File: src/rtl/frame_sequencer.sv
// APU frame counter: divides the CPU clock into frame steps and issues quarter/half-frame
// strobes plus the 4-step-mode frame IRQ.
module frame_sequencer #(
    parameter int unsigned STEP_PERIOD = 7457
) (
    input  logic       clk,
    input  logic       rst,
    input  logic [7:0] reg_4017,
    input  logic       reg_event,
    input  logic       status_read,
    output logic       enable_240hz,
    output logic       enable_120hz,
    output logic       frame_irq,
    output logic [2:0] frame_step
);

    localparam logic [14:0] LastCount = 15'(STEP_PERIOD - 1);

    typedef enum logic [2:0] {
        Step0 = 3'd0,
        Step1 = 3'd1,
        Step2 = 3'd2,
        Step3 = 3'd3,
        Step4 = 3'd4
    } step_e;

    step_e       step_q, step_d;
    logic [14:0] div_q, div_d;
    logic        mode_q, mode_d;
    logic        inhibit_q, inhibit_d;
    logic        quarter_q, quarter_d;
    logic        half_q, half_d;
    logic        irq_q, irq_d;
    logic        irq_pend_q, irq_pend_d;

    logic boundary;
    logic step_quarter, step_half, step_irq;

    logic unused_reg_bits;
    assign unused_reg_bits = ^reg_4017[5:0];

    assign boundary = (div_q == LastCount);

    // State register
    always_ff @(posedge clk) begin
        if (rst) begin
            step_q <= Step0;
        end else begin
            step_q <= step_d;
        end
    end

    // Next-state: a register write restarts the frame and overrides a coincident boundary
    always_comb begin
        step_d = step_q;
        if (reg_event) begin
            step_d = Step0;
        end else if (boundary) begin
            unique case (step_q)
                Step0:   step_d = Step1;
                Step1:   step_d = Step2;
                Step2:   step_d = Step3;
                Step3:   step_d = mode_q ? Step4 : Step0;
                Step4:   step_d = Step0;
                default: step_d = Step0;
            endcase
        end
    end

    // Output decode for the step being processed at a boundary
    always_comb begin
        step_quarter = 1'b0;
        step_half    = 1'b0;
        step_irq     = 1'b0;
        unique case (step_q)
            Step0, Step2: step_quarter = 1'b1;
            Step1: begin
                step_quarter = 1'b1;
                step_half    = 1'b1;
            end
            Step3: begin
                step_quarter = !mode_q;
                step_half    = !mode_q;
                step_irq     = !mode_q;
            end
            Step4: begin
                step_quarter = 1'b1;
                step_half    = 1'b1;
            end
            default: ;
        endcase
    end

    always_comb begin
        div_d      = (reg_event || boundary) ? 15'd0 : div_q + 15'd1;
        mode_d     = reg_event ? reg_4017[7] : mode_q;
        inhibit_d  = reg_event ? reg_4017[6] : inhibit_q;
        quarter_d  = reg_event ? reg_4017[7] : (boundary && step_quarter);
        half_d     = reg_event ? reg_4017[7] : (boundary && step_half);
        irq_pend_d = !reg_event && boundary && step_irq && !inhibit_q;
        // The IRQ lands one cycle after the step-3 strobe; a pending set beats a status read
        if (reg_event && reg_4017[6]) begin
            irq_d = 1'b0;
        end else if (irq_pend_q) begin
            irq_d = 1'b1;
        end else if (status_read) begin
            irq_d = 1'b0;
        end else begin
            irq_d = irq_q;
        end
    end

    always_ff @(posedge clk) begin
        if (rst) begin
            div_q      <= 15'd0;
            mode_q     <= 1'b0;
            inhibit_q  <= 1'b0;
            quarter_q  <= 1'b0;
            half_q     <= 1'b0;
            irq_q      <= 1'b0;
            irq_pend_q <= 1'b0;
        end else begin
            div_q      <= div_d;
            mode_q     <= mode_d;
            inhibit_q  <= inhibit_d;
            quarter_q  <= quarter_d;
            half_q     <= half_d;
            irq_q      <= irq_d;
            irq_pend_q <= irq_pend_d;
        end
    end

    assign enable_240hz = quarter_q;
    assign enable_120hz = half_q;
    assign frame_irq    = irq_q;
    assign frame_step   = step_q;

endmodule

File: config.mk
export PLATFORM = sky130hd
export DESIGN_NAME = frame_sequencer
export DESIGN_NICKNAME = d
export VERILOG_FILES = /design/src/rtl/frame_sequencer.sv
export SDC_FILE = /design/constraint.sdc
export NUM_CORES = 1
export LEC_CHECK = 0
export BUFFER_PORTS_ARGS = -buffer_cell sky130_fd_sc_hd__buf_2
export CORE_AREA = 2 2 52 54
export DETAILED_ROUTE_END_ITERATION = 7
export DIE_AREA = 0 0 54 56
export SYNTH_ARGS = -nofsm -noshare
export SYNTH_HDL_FRONTEND = slang
export SYNTH_SLANG_ARGS = --single-unit
File: constraint.sdc
create_clock -name clk -period 5.86 [get_ports clk]
set_input_delay 0.293 -clock clk [delete_from_list [all_inputs] [get_ports clk]]
set_output_delay 0.293 -clock clk [all_outputs]
set_load 0.01 [all_outputs]
# Word-level counts from Yosys, hierarchy flattened
# Index checks and enable logic that the tools add are counted.
# totals
regBits,24
elab_cells,40
# op_classes
n_addsub,1
n_eq_ne,5
mux,9
reduce_logical,17
# ops
op,n
"15-bit by 1-bit adder with 15-bit output, second input constant",1
"15-bit by 13-bit equality test with 1-bit output, second input constant",1
3-bit one-hot mux with 4 select lines,1
2-bit OR reduction,4
"3-bit by 2-bit equality test with 1-bit output, second input constant",2
1-bit logical AND,6
1-bit two-way mux,5
1-bit one-hot mux with 2 select lines,2
4-bit OR reduction,1
"3-bit by 1-bit equality test with 1-bit output, second input constant",1
"3-bit equality test, second input constant",1
1-bit logical NOT,3
3-bit logical NOT,1
3-bit two-way mux,1
2-bit nonzero test,1
1-bit logical OR,1

# Logic depth before layout (Yosys ltp)
# Gate-level depths: netlist (run 1).
# depth
ltp_word,5
ltp_mapped,8
depth_no_buf,6

# Worst setup path after synthesis (run 1)
# OpenSTA, ideal clock, no wires.
# synth_path
path_type,register to register
start,reg div_q[0]
end,"reg step_q[1], in the netlist frame_step[1]"
arrival_ns,1.958
t_required_ns,5.786
path_slack_ns,3.827
stages_incl_launch_ff,8
n_path_buf,1
synth_period_minus_slack_ns,2.033
path_cell_list,dfxtp_1 > inv_1 > ha_1 > or3b_2 > or4_1 > buf_2 > or3b_1 > a31oi_1
# synth_between
elab_chain_len,1
# synth_rtl
element,line,text
start: declaration,28,"logic [14:0] div_q, div_d;"
start signal: assignment,123,div_q <= div_d;
15-bit by 13-bit equality test with 1-bit output,42,assign boundary = (div_q == LastCount);
end signal: assignment,47,step_q <= Step0;
end signal: assignment,49,step_q <= step_d;
end: declaration,27,"step_e step_q, step_d;"
# No other way between the ends.
# A chain may end at the register's enable or synchronous reset.

# Worst setup path in the final report (run 1)
# layout_path
start,reg div_q[0]
end,reg div_q[2]
# layout_between
elab_chain_len,3
word_cells_on_any_way,4
cone_classes,1 x add/sub; 1 x eq/ne; 2 x reduce/logical
# layout_rtl
element
branches (longest 3 deep; another with 15-bit by 1-bit adder with 15-bit output)
# Several ways; the timed one is not identified.

==> results of run 1 <==
[synthesized netlist by cell type]
cell type  count
dfxtp_1       24
nor2_1        22
xnor2_1       10
nand2_1        9
nand3_1        7
a21oi_1        5
inv_1          5
nor4_1         4
and3_1         3
nand4_1        3
nor3_1         3
or3_1          3
xor2_1         3
buf_2          2
ha_1           2
mux2i_1        2
or4b_1         2
a211oi_1       1
a221oi_1       1
a22oi_1        1
a31oi_1        1
clkbuf_1       1
nand2b_1       1
nor2b_1        1
or2_2          1
or3b_1         1
or3b_2         1
or4_1          1
[how the worst max path moves through the flow]
stage	from	endpoint	cells after the start	slack, ns
2_1_floorplan	div_q[0]	frame_step[1]	7	3.83
3_3_place_gp	div_q[6]	div_q[12]	4	3.63
3_5_place_dp	div_q[0]	div_q[4]	6	3.60
4_1_cts	div_q[0]	div_q[2]	6	3.58
5_1_grt	div_q[0]	div_q[3]	6	3.43
6_report	div_q[0]	div_q[2]	6	3.62
[critical path, cell delays in order (launching register included)]
cell	delay, ns
dfxtp_1	0.38
inv_1	0.08
ha_1	0.13
or3b_2	0.43
or4_1	0.59
nand2_1	0.44
nor2_1	0.10
[layout make-up]
class / instances / area, um^2 / area share
flip-flops and latches: 24 / 480 / 0.422
repair buffers: 11 / 55.1 / 0.0483
multi-input cells: 88 / 526 / 0.461
clock buffers: 3 / 22.5 / 0.0198
inverters: 5 / 18.8 / 0.0165
well taps: 30 / 37.5 / 0.0329
[sequential cells by signal (all words and copies together), names as in the netlist]
signal        count
enable_240hz      1
div_q            15
irq_pend_q        1
frame_irq         1
inhibit_q         1
frame_step        3
mode_q            1
enable_120hz      1
[metal layers]
metal / global-route usage / vias to the layer above / wire length (um)
met4: 0.0429 / 0 / 12
li1: - / 435 / -
met3: 0.0242 / 2 / 44
met5: 0 / - / 0
met2: 0.225 / 6 / 884
met1: 0.158 / 374 / 873
[cell usage in the layout (no fill, tap or decap)]
master / instances
a221oi_1: 1
nor4_1: 4
xor2_1: 3
or4b_1: 2
or3b_1: 1
nor2b_1: 1
clkbuf_4: 3
mux2i_1: 2
buf_2: 11
or4_1: 1
dfxtp_1: 24
nor3_1: 3
or2_2: 1
xnor2_1: 10
nand2b_1: 1
a21oi_1: 5
ha_1: 2
or3b_2: 1
a211oi_1: 1
nand3_1: 7
nand4_1: 3
or3_1: 3
a22oi_1: 1
inv_1: 5
and3_1: 3
nor2_1: 22
nand2_1: 9
a31oi_1: 1
[per-stage QoR]
step	hold WS, ns	instances	utilization
after CTS	0.172	161	0.469
final	0.177	161	0.469
after global placement	0.482	158	0.459
after floorplan	0.362	120	-
after detailed placement	0.493	158	0.459
after global routing	0.174	161	0.469
[cell families (layout without fill, tap and decap cells)]
kind of cell / Yosys count / after routing / share of synthesized area
buffers and inverters: 8 / 19 / 0.0313
xor gates and xnor gates: 13 / 13 / 0.110
DFF: 24 / 24 / 0.463
AOI/OAI and AO/OA: 9 / 9 / 0.0530
muxes: 2 / 2 / 0.0193
adders and majority gates: 2 / 2 / 0.0241
and+or+nand+nor: 62 / 62 / 0.300
[report_power, final]
group / internal, W / total [W] / switching (W)
sequential: 0.000165 / 0.000167 / 0.00000163
clock: 0.0000239 / 0.0000676 / 0.0000436
combinational: 0.00000410 / 0.00000992 / 0.00000581
total: 0.000193 / 0.000244 / 0.0000511
==> run summary, run 1 <==
CLOCK TREE
---------------------------------------------------------------------------------
Clock Pin Slew Worst Setup and Hold Paths ..........................      0.12 ns
CTS root buf .......................................................     clkbuf_4
Number of buffers added to fix hold violations after cts ...........            0
Total setup buffers inserted after CTS .............................            0
TritonCTS clock tree ...............................................         done
Maximum clock path buffer count ....................................            2
CTS buffer count ...................................................            3
Skew-Pair Late Insertion Delay .....................................      0.30 ns
Resized Gates After CTS ............................................            0
Count of H-tree levels built during CTS ............................            1
Count of clock tree sinks ..........................................           24

TIMING
---------------------------------------------------------------------------------
Pins Over Slew Limit ...............................................            0
Final worst clock skew .............................................   0.00124 ns
Min setup slack post-route .........................................      3.62 ns
Fin crit share .....................................................        0.383
Number of setup violations in the final report .....................            0
Final count of hold timing violations ..............................            0
Total Neg Setup Slack ..............................................         0 ns
Worst Tran Pin Value ...............................................     0.460 ns
Relative slew slack ................................................        0.692
Achievable frequency ...............................................    0.446 GHz
Final Critical Period ..............................................      2.24 ns
Setup repair after global routing missed its margin ................           no

GLOBAL ROUTE
---------------------------------------------------------------------------------
Overall Global Routing Usage .......................................        0.131
Number of global-route vias before repair ..........................          791
First-pass GRT wire length .........................................      3080 um
Total global routing overflow ......................................            0
Maximum number of pins on one net before global-route repair .......           15
Initial antenna violation count ....................................            0

LOGIC SYNTHESIS
---------------------------------------------------------------------------------
Warnings from Yosys ................................................            0
Main area contributors after synthesis ............................. dfxtp_1 46%, xnor2_1 8.4%, nor2_1 8.0%
Synthesized flop and latch total ...................................           24
Post-synthesis cell area ........................................... 0.00104 mm^2
Net Count, Synth ...................................................          134
Gate count after technology mapping ................................          120
Number of unique standard cell types used by synthesis .............           28
Average footprint of a synthesized cell ............................    8.65 um^2
Post-synth top area share ..........................................        0.463
Share of the yosys chip area belonging to registers ................        0.463
Library cell occupying the most area in the post-synthesis netlist .      dfxtp_1

FLOORPLANNING
---------------------------------------------------------------------------------
Die width ..........................................................        54 um
Initial standard-cell utilization of the core ......................        0.427
Top-level I/O count ................................................           18
Die Span Y .........................................................        56 um
Die footprint ...................................................... 0.00302 mm^2
Core area .......................................................... 0.00243 mm^2
FP Rows ............................................................           18

CRITICAL PATH
---------------------------------------------------------------------------------
Element type at the critical path start ............................     register
Number of cells traversed by the worst register-to-register path ...            6
Critical register-to-register path endpoint ........................     div_q[2]
Kind of critical path .............................................. register to register
Data arrival time of the worst path ................................      2.43 ns
Highest fanout seen on the critical path ...........................           14
Worst EP required ..................................................      6.04 ns
R2R Path Start .....................................................     div_q[0]
Worst R2R Setup Slack ..............................................      3.62 ns
Setup crit end kind ................................................     register

CELLS AND AREA
---------------------------------------------------------------------------------
Ratio of cells with drive above 1 in the final layout ..............        0.122
Number of nets in the layout .......................................          147
# diodes ...........................................................            0
Filler cell count in the final layout ..............................          258
Layout Area Growth over Synthesis ..................................        9.76%
Design Area, Final ................................................. 0.00114 mm^2

PLACE
---------------------------------------------------------------------------------
Post-detail-place hpwl .............................................      1370 um
Placement Setup Slack ..............................................      3.60 ns
Placement-stage cell area .......................................... 0.00112 mm^2
Routability-driven placement congestion ratio ......................        0.772
Number of port buffers .............................................           11

ROUTING
---------------------------------------------------------------------------------
Total Wirelength ...................................................      1820 um
First DRT Iteration DRCs ...........................................           11
Post-DRT Antenna Nets ..............................................            0
Detailed-route DRC error count .....................................            0
Routed via count divided by cell count .............................         5.07
Count of vias placed by the detailed router ........................          817
Drt first pass iters ...............................................            3
Wirelength per Cell ................................................      11.3 um

PWR
---------------------------------------------------------------------------------
Power per cell area ................................................  214 mW/mm^2
Overall Power ......................................................   0.000244 W
Leakage power figure ...............................................     0.397 nW
Peak VDD IR ........................................................     0.115 mV

WORST HOLD PATH
---------------------------------------------------------------------------------
Number of cells traversed by the worst hold path ...................            2
Type of the most critical hold path ................................ input port to register
Hold path start ....................................................  reg_4017[6]
Worst-case hold path end point .....................................    frame_irq

STATUS
---------------------------------------------------------------------------------
Outcome ............................................................ finished, final reports clean

JOB
---------------------------------------------------------------------------------
Count of max-cap constraint violations .............................            0

(Power assumes the default switching activity.)
==> inputs of run 2 (changes only) <==
clock period = 2.1 ns   (was 5.86 ns; I/O delays follow)
==> run 2 against run 1 <==
Non-clock buffer count grew 15. Register-to-register slack worse by 3.6 ns. Sequential share of layout area fell by 5.9 points. Highest routed layer unchanged. First-iteration DRC count up 27%.
==> run summary, run 2 (synthesis results as in run 1) <==
STATUS
-------------------------------------------------------------------------------
Outcome .......................................................... finished, final reports clean

WORST HOLD PATH
-------------------------------------------------------------------------------
Number of cells traversed by the worst hold path .................            2
Type of the most critical hold path .............................. input port to register

CLOCK TREE
-------------------------------------------------------------------------------
Total setup buffers inserted after CTS ...........................            0
Count of clock tree sinks ........................................           24
Skew-Pair Late Insertion Delay ...................................      0.32 ns
Count of H-tree levels built during CTS ..........................            1
TritonCTS clock tree .............................................         done
Clock Pin Slew Worst Setup and Hold Paths ........................      0.14 ns
CTS root buf .....................................................     clkbuf_4
Maximum clock path buffer count ..................................            2
CTS buffer count .................................................            3

GLOBAL ROUTE
-------------------------------------------------------------------------------
First-pass GRT wire length .......................................      3170 um
Overall Global Routing Usage .....................................        0.139
Maximum number of pins on one net before global-route repair .....           15
Number of global-route vias before repair ........................          774
Initial antenna violation count ..................................            0
Total global routing overflow ....................................            0

FLOORPLANNING
-------------------------------------------------------------------------------
Core area ........................................................ 0.00243 mm^2
FP Rows ..........................................................           18
Die Span Y .......................................................        56 um
Die footprint .................................................... 0.00302 mm^2
Top-level I/O count ..............................................           18
Die width ........................................................        54 um
Initial standard-cell utilization of the core ....................        0.427

TIMING
-------------------------------------------------------------------------------
Worst Tran Pin Value .............................................     0.356 ns
Final Critical Period ............................................      2.08 ns
Fin crit share ...................................................        0.990
Pins Over Slew Limit .............................................            0
Number of setup violations in the final report ...................            0
Final worst clock skew ...........................................   0.00207 ns
Relative slew slack ..............................................        0.761
Final count of hold timing violations ............................            0
Achievable frequency .............................................    0.481 GHz
Total Neg Setup Slack ............................................         0 ns

CELLS AND AREA
-------------------------------------------------------------------------------
Most frequent cells in the layout ................................ 24 x dfxtp_1, 22 x nor2_1, 13 x buf_4
# diodes .........................................................            0
Number of nets in the layout .....................................          163
Most common library cell in the layout ignoring fill and taps ....      dfxtp_1
Layout Area Growth over Synthesis ................................        27.7%
Register with the most flip-flops ................................        div_q
Largest register FFs .............................................           15
Cell Count, Final, Fillers Out ...................................          178
Ratio of cells with drive above 1 in the final layout ............        0.250

PLACE
-------------------------------------------------------------------------------
Post-detail-place hpwl ...........................................      1450 um
Number of port buffers ...........................................           11
Routability-driven placement congestion ratio ....................        0.774
# placed instances ...............................................          172

PWR
-------------------------------------------------------------------------------
Sequential share of power ........................................        0.549
Peak VDD IR ......................................................     0.422 mV
Combinational Power Share ........................................        0.047
Internal power ...................................................   0.000673 W
Relative contribution of the clock network to total power ........        0.405
Net load switching power .........................................   0.000173 W
Power per cell area ..............................................  637 mW/mm^2
Leakage power figure .............................................     0.504 nW
Net switching fraction of the power ..............................        0.204

CRITICAL PATH
-------------------------------------------------------------------------------
R2R Path Start ...................................................     div_q[9]
Data arrival time of the worst path ..............................      2.34 ns
Element type at the critical path start ..........................     register
Worst EP required ................................................      2.36 ns
Worst R2R Setup Slack ............................................      0.02 ns
Startpoint of the most critical setup path .......................     div_q[9]
Setup crit end kind ..............................................     register
Capturing instance or port of the critical path .................. frame_step[1]
Number of cells traversed by the worst register-to-register path .            4
Critical register-to-register path endpoint ...................... frame_step[1]
Kind of critical path ............................................ register to register
Highest fanout seen on the critical path .........................            5

ROUTING
-------------------------------------------------------------------------------
Total Wirelength .................................................      2160 um
Post-DRT Antenna Nets ............................................            0
Wirelength per Cell ..............................................      12.1 um
Routed via count divided by cell count ...........................         5.11
Count of vias placed by the detailed router ......................          909
Detailed-route DRC error count ...................................            0
Drt first pass iters .............................................            4
First DRT Iteration DRCs .........................................           14

JOB
-------------------------------------------------------------------------------
Count of max-cap constraint violations ...........................            0

[run 2: metal layers]
| layer | vias to the layer above | share of wire | global-route usage |
|---|---|---|---|
| li1 | 468 | - | - |
| met1 | 423 | 0.45 | 0.162 |
| met2 | 16 | 0.51 | 0.244 |
| met3 | 2 | 0.025 | 0.0242 |
| met4 | 0 | 0.0074 | 0.0536 |
| met5 | - | 0 | 0 |
[run 2: worst min-delay path by stage]
stage	start	to
2_1_floorplan	rst	enable_120hz
5_1_grt	rst	enable_240hz
6_report	rst	enable_240hz
4_1_cts	rst	enable_120hz
3_3_place_gp	reg_4017[6]	frame_irq
3_5_place_dp	reg_4017[6]	frame_irq
[run 2: area by class of cell]
class | count | area, um^2
repair buffers | 26 | 183
inverters | 5 | 18.8
clock buffers | 3 | 22.5
multi-input cells | 89 | 554
flip-flops and latches | 24 | 480
well taps | 30 | 37.5
fillers | 236 | 1110
clock inverters | 1 | 30.0
[run 2: per-stage QoR]
step | hold WS [ns] | area [um^2] | util | total power, W | setup WS (ns)
floorplan | 0.174 | 1040 | - | 0.000492 | 0.0674
finish | 0.00978 | 1330 | 0.545 | 0.000845 | 0.0200
detailed placement | 0.311 | 1230 | 0.508 | 0.000511 | -0.0630
global placement | 0.307 | 1230 | 0.508 | 0.000510 | -0.0163
CTS | 0.00453 | 1300 | 0.535 | 0.000852 | 0.0168
global route | 0.00226 | 1330 | 0.545 | 0.000874 | -0.00713
[run 2: what timing repair did]
| action | in CTS | in global routing |
|---|---|---|
| cloned | 0 | 1 |
| pin swaps | 0 | 0 |
| hold buffers | 1 | 0 |
| hold endpoints to repair | 1 | 0 |
| endpoints found under the setup margin | 4 | 3 |
| resized for setup | 1 | 4 |
[run 2: worst max-delay path, stage by stage (launching register included)]
cell     delay [ns]
dfxtp_1        0.34
or4b_4         0.55
or4_4          0.60
or3b_1         0.37
a31oi_1        0.16
[run 2: power by group through the flow]
stage | Clock [W] | Sequential (W) | Combinational, W
5_1_grt | 0.000366 | 0.000465 | 0.0000434
3_5_place_dp | 0 | 0.000474 | 0.0000368
6_report | 0.000342 | 0.000464 | 0.0000395
4_1_cts | 0.000349 | 0.000464 | 0.0000386
3_3_place_gp | 0 | 0.000474 | 0.0000365
2_1_floorplan | 0 | 0.000475 | 0.0000168
==> inputs of run 3 (changes only) <==
MAX_ROUTING_LAYER = met4   (was not set)
==> run 3 against run 2 <==
Global-route usage increased by 0.37 points. Routed wire length decreased by 0.60%. Sequential cell count unchanged. Sequential share of layout area unchanged. Via count unchanged. Core utilization unchanged. Maximum frequency about the same. Final area unchanged. Power decreased by 0.12%. Hold slack improved by 0.0019 ns. Non-clock buffer count unchanged. Combinational power about the same. Highest routed layer unchanged.
==> run summary, run 3 (synthesis results as in run 1) <==
CELLS AND AREA
----------------------------------------------------------------------------
Layout Area Growth over Synthesis .............................        27.7%
Filler cell count in the final layout .........................          236
# diodes ......................................................            0
Most common library cell in the layout ignoring fill and taps .      dfxtp_1
Most frequent cells in the layout ............................. 24 x dfxtp_1, 22 x nor2_1, 13 x buf_4
Register area .................................................     480 um^2
Footprint of the multi-input gates ............................     554 um^2
Number of nets in the layout ..................................          163
Ratio of cells with drive above 1 in the final layout .........        0.250
Largest register FFs ..........................................           15
Register with the most flip-flops .............................        div_q
Utilization after layout ......................................        0.545

CRITICAL PATH
----------------------------------------------------------------------------
Kind of critical path ......................................... register to register
Highest fanout seen on the critical path ......................            5
Setup crit end kind ...........................................     register
Element type at the critical path start .......................     register
Data arrival time of the worst path ...........................      2.34 ns
Worst EP required .............................................      2.36 ns

CLOCK TREE
----------------------------------------------------------------------------
Count of clock tree sinks .....................................           24
Count of H-tree levels built during CTS .......................            1
CTS root buf ..................................................     clkbuf_4
Clock Pin Slew Worst Setup and Hold Paths .....................      0.14 ns
Total setup buffers inserted after CTS ........................            0
Skew-Pair Late Insertion Delay ................................      0.32 ns
TritonCTS clock tree ..........................................         done
Maximum clock path buffer count ...............................            2
CTS buffer count ..............................................            3

FLOORPLANNING
----------------------------------------------------------------------------
FP Rows .......................................................           18
Die Span Y ....................................................        56 um
Core area ..................................................... 0.00243 mm^2
Die footprint ................................................. 0.00302 mm^2
Initial standard-cell utilization of the core .................        0.427
Top-level I/O count ...........................................           18
Die width .....................................................        54 um

JOB
----------------------------------------------------------------------------
Count of max-cap constraint violations ........................            0

GLOBAL ROUTE
----------------------------------------------------------------------------
Maximum number of pins on one net before global-route repair ..           15
Initial antenna violation count ...............................            0
Total global routing overflow .................................            0
First-pass GRT wire length ....................................      3170 um
Overall Global Routing Usage ..................................        0.143
Number of global-route vias before repair .....................          775

TIMING
----------------------------------------------------------------------------
Final Critical Period .........................................      2.08 ns
Fin crit share ................................................        0.991
Achievable frequency ..........................................    0.481 GHz
Worst Tran Pin Value ..........................................     0.355 ns
Final worst clock skew ........................................   0.00205 ns
Pins Over Slew Limit ..........................................            0
Min setup slack post-route ....................................    0.0190 ns
Final count of hold timing violations .........................            0
Relative slew slack ...........................................        0.761
Number of setup violations in the final report ................            0

PWR
----------------------------------------------------------------------------
Leakage power figure ..........................................     0.504 nW
Power per cell area ...........................................  637 mW/mm^2
Peak VDD IR ...................................................     0.420 mV

WORST HOLD PATH
----------------------------------------------------------------------------
Type of the most critical hold path ........................... input port to register

ROUTING
----------------------------------------------------------------------------
First DRT Iteration DRCs ......................................           11
Post-DRT Antenna Nets .........................................            0
Detailed-route DRC error count ................................            0
Routed via count divided by cell count ........................         5.11
Wirelength per Cell ...........................................      12.0 um
Count of vias placed by the detailed router ...................          909
Drt first pass iters ..........................................            4
Total Wirelength ..............................................      2140 um

PLACE
----------------------------------------------------------------------------
Number of port buffers ........................................           11
Post-detail-place hpwl ........................................      1450 um
Placement Setup Slack .........................................   -0.0630 ns
Routability-driven placement congestion ratio .................        0.785

STATUS
----------------------------------------------------------------------------
Outcome ....................................................... finished, final reports clean

-- run 3: cell counts in the layout (fill, tap and decap cells not counted) --
Identical to the previous run, type by type.
-- run 3: layout make-up --
class,instances,area share
Clock buffer,3,0.0170
Clock inverter,1,0.0226
Inverter,5,0.0142
Multi-Input combinational cell,89,0.418
Sequential cell,24,0.362
Tap cell,30,0.0283
Timing Repair Buffer,26,0.138
-- run 3: repair_timing --
item,in CTS,in global routing
hold buffers,1,0
hold endpoints to repair,1,0
setup endpoints to repair,4,3
gates resized for setup,1,4
cloned,0,1
-- run 3: path summary, 6_finish.rpt --
kind / depth (start not counted) / slack (ns) / start / end
setup / recovery: 4 / 0.02 / div_q[9] / frame_step[1]
hold / removal: 2 / 0.01 / rst / enable_240hz
setup reg to reg: 4 / 0.02 / div_q[9] / frame_step[1]
hold reg to reg: 2 / 0.52 / irq_pend_q / frame_irq
-- run 3: per-stage QoR --
stage | cell area [um^2] | power (W) | cells | hold WS, ns | TNS [ns]
finish | 1330 | 0.000844 | 178 | 0.0117 | 0
global route | 1330 | 0.000874 | 178 | 0.00226 | -0.0191
CTS | 1300 | 0.000852 | 177 | 0.00453 | 0
detailed placement | 1230 | 0.000511 | 172 | 0.311 | -0.156
global placement | 1230 | 0.000510 | 172 | 0.307 | -0.0369
floorplan | 1040 | 0.000492 | 120 | 0.174 | 0
-- run 3: power by group --
group / switching [W] / internal [W]
Combinational: 0.0000207 / 0.0000188
Sequential: 0.00000288 / 0.000461
Clock: 0.000148 / 0.000193
Total: 0.000172 / 0.000673
-- run 3: routing by layer --
metal / wire length (um) / GRT usage / up-vias
met3: 59 / 0.0242 / 4
met4: 24 / 0.0536 / 0
met5: 0 / - / -
met1: 962 / 0.162 / 425
li1: - / - / 467
met2: 1100 / 0.244 / 13
-- run 3: critical path: stages (launching register included) --
cell and delay (ns):
dfxtp_1 0.34, or4b_4 0.55, or4_4 0.60, or3b_1 0.37, a31oi_1 0.16
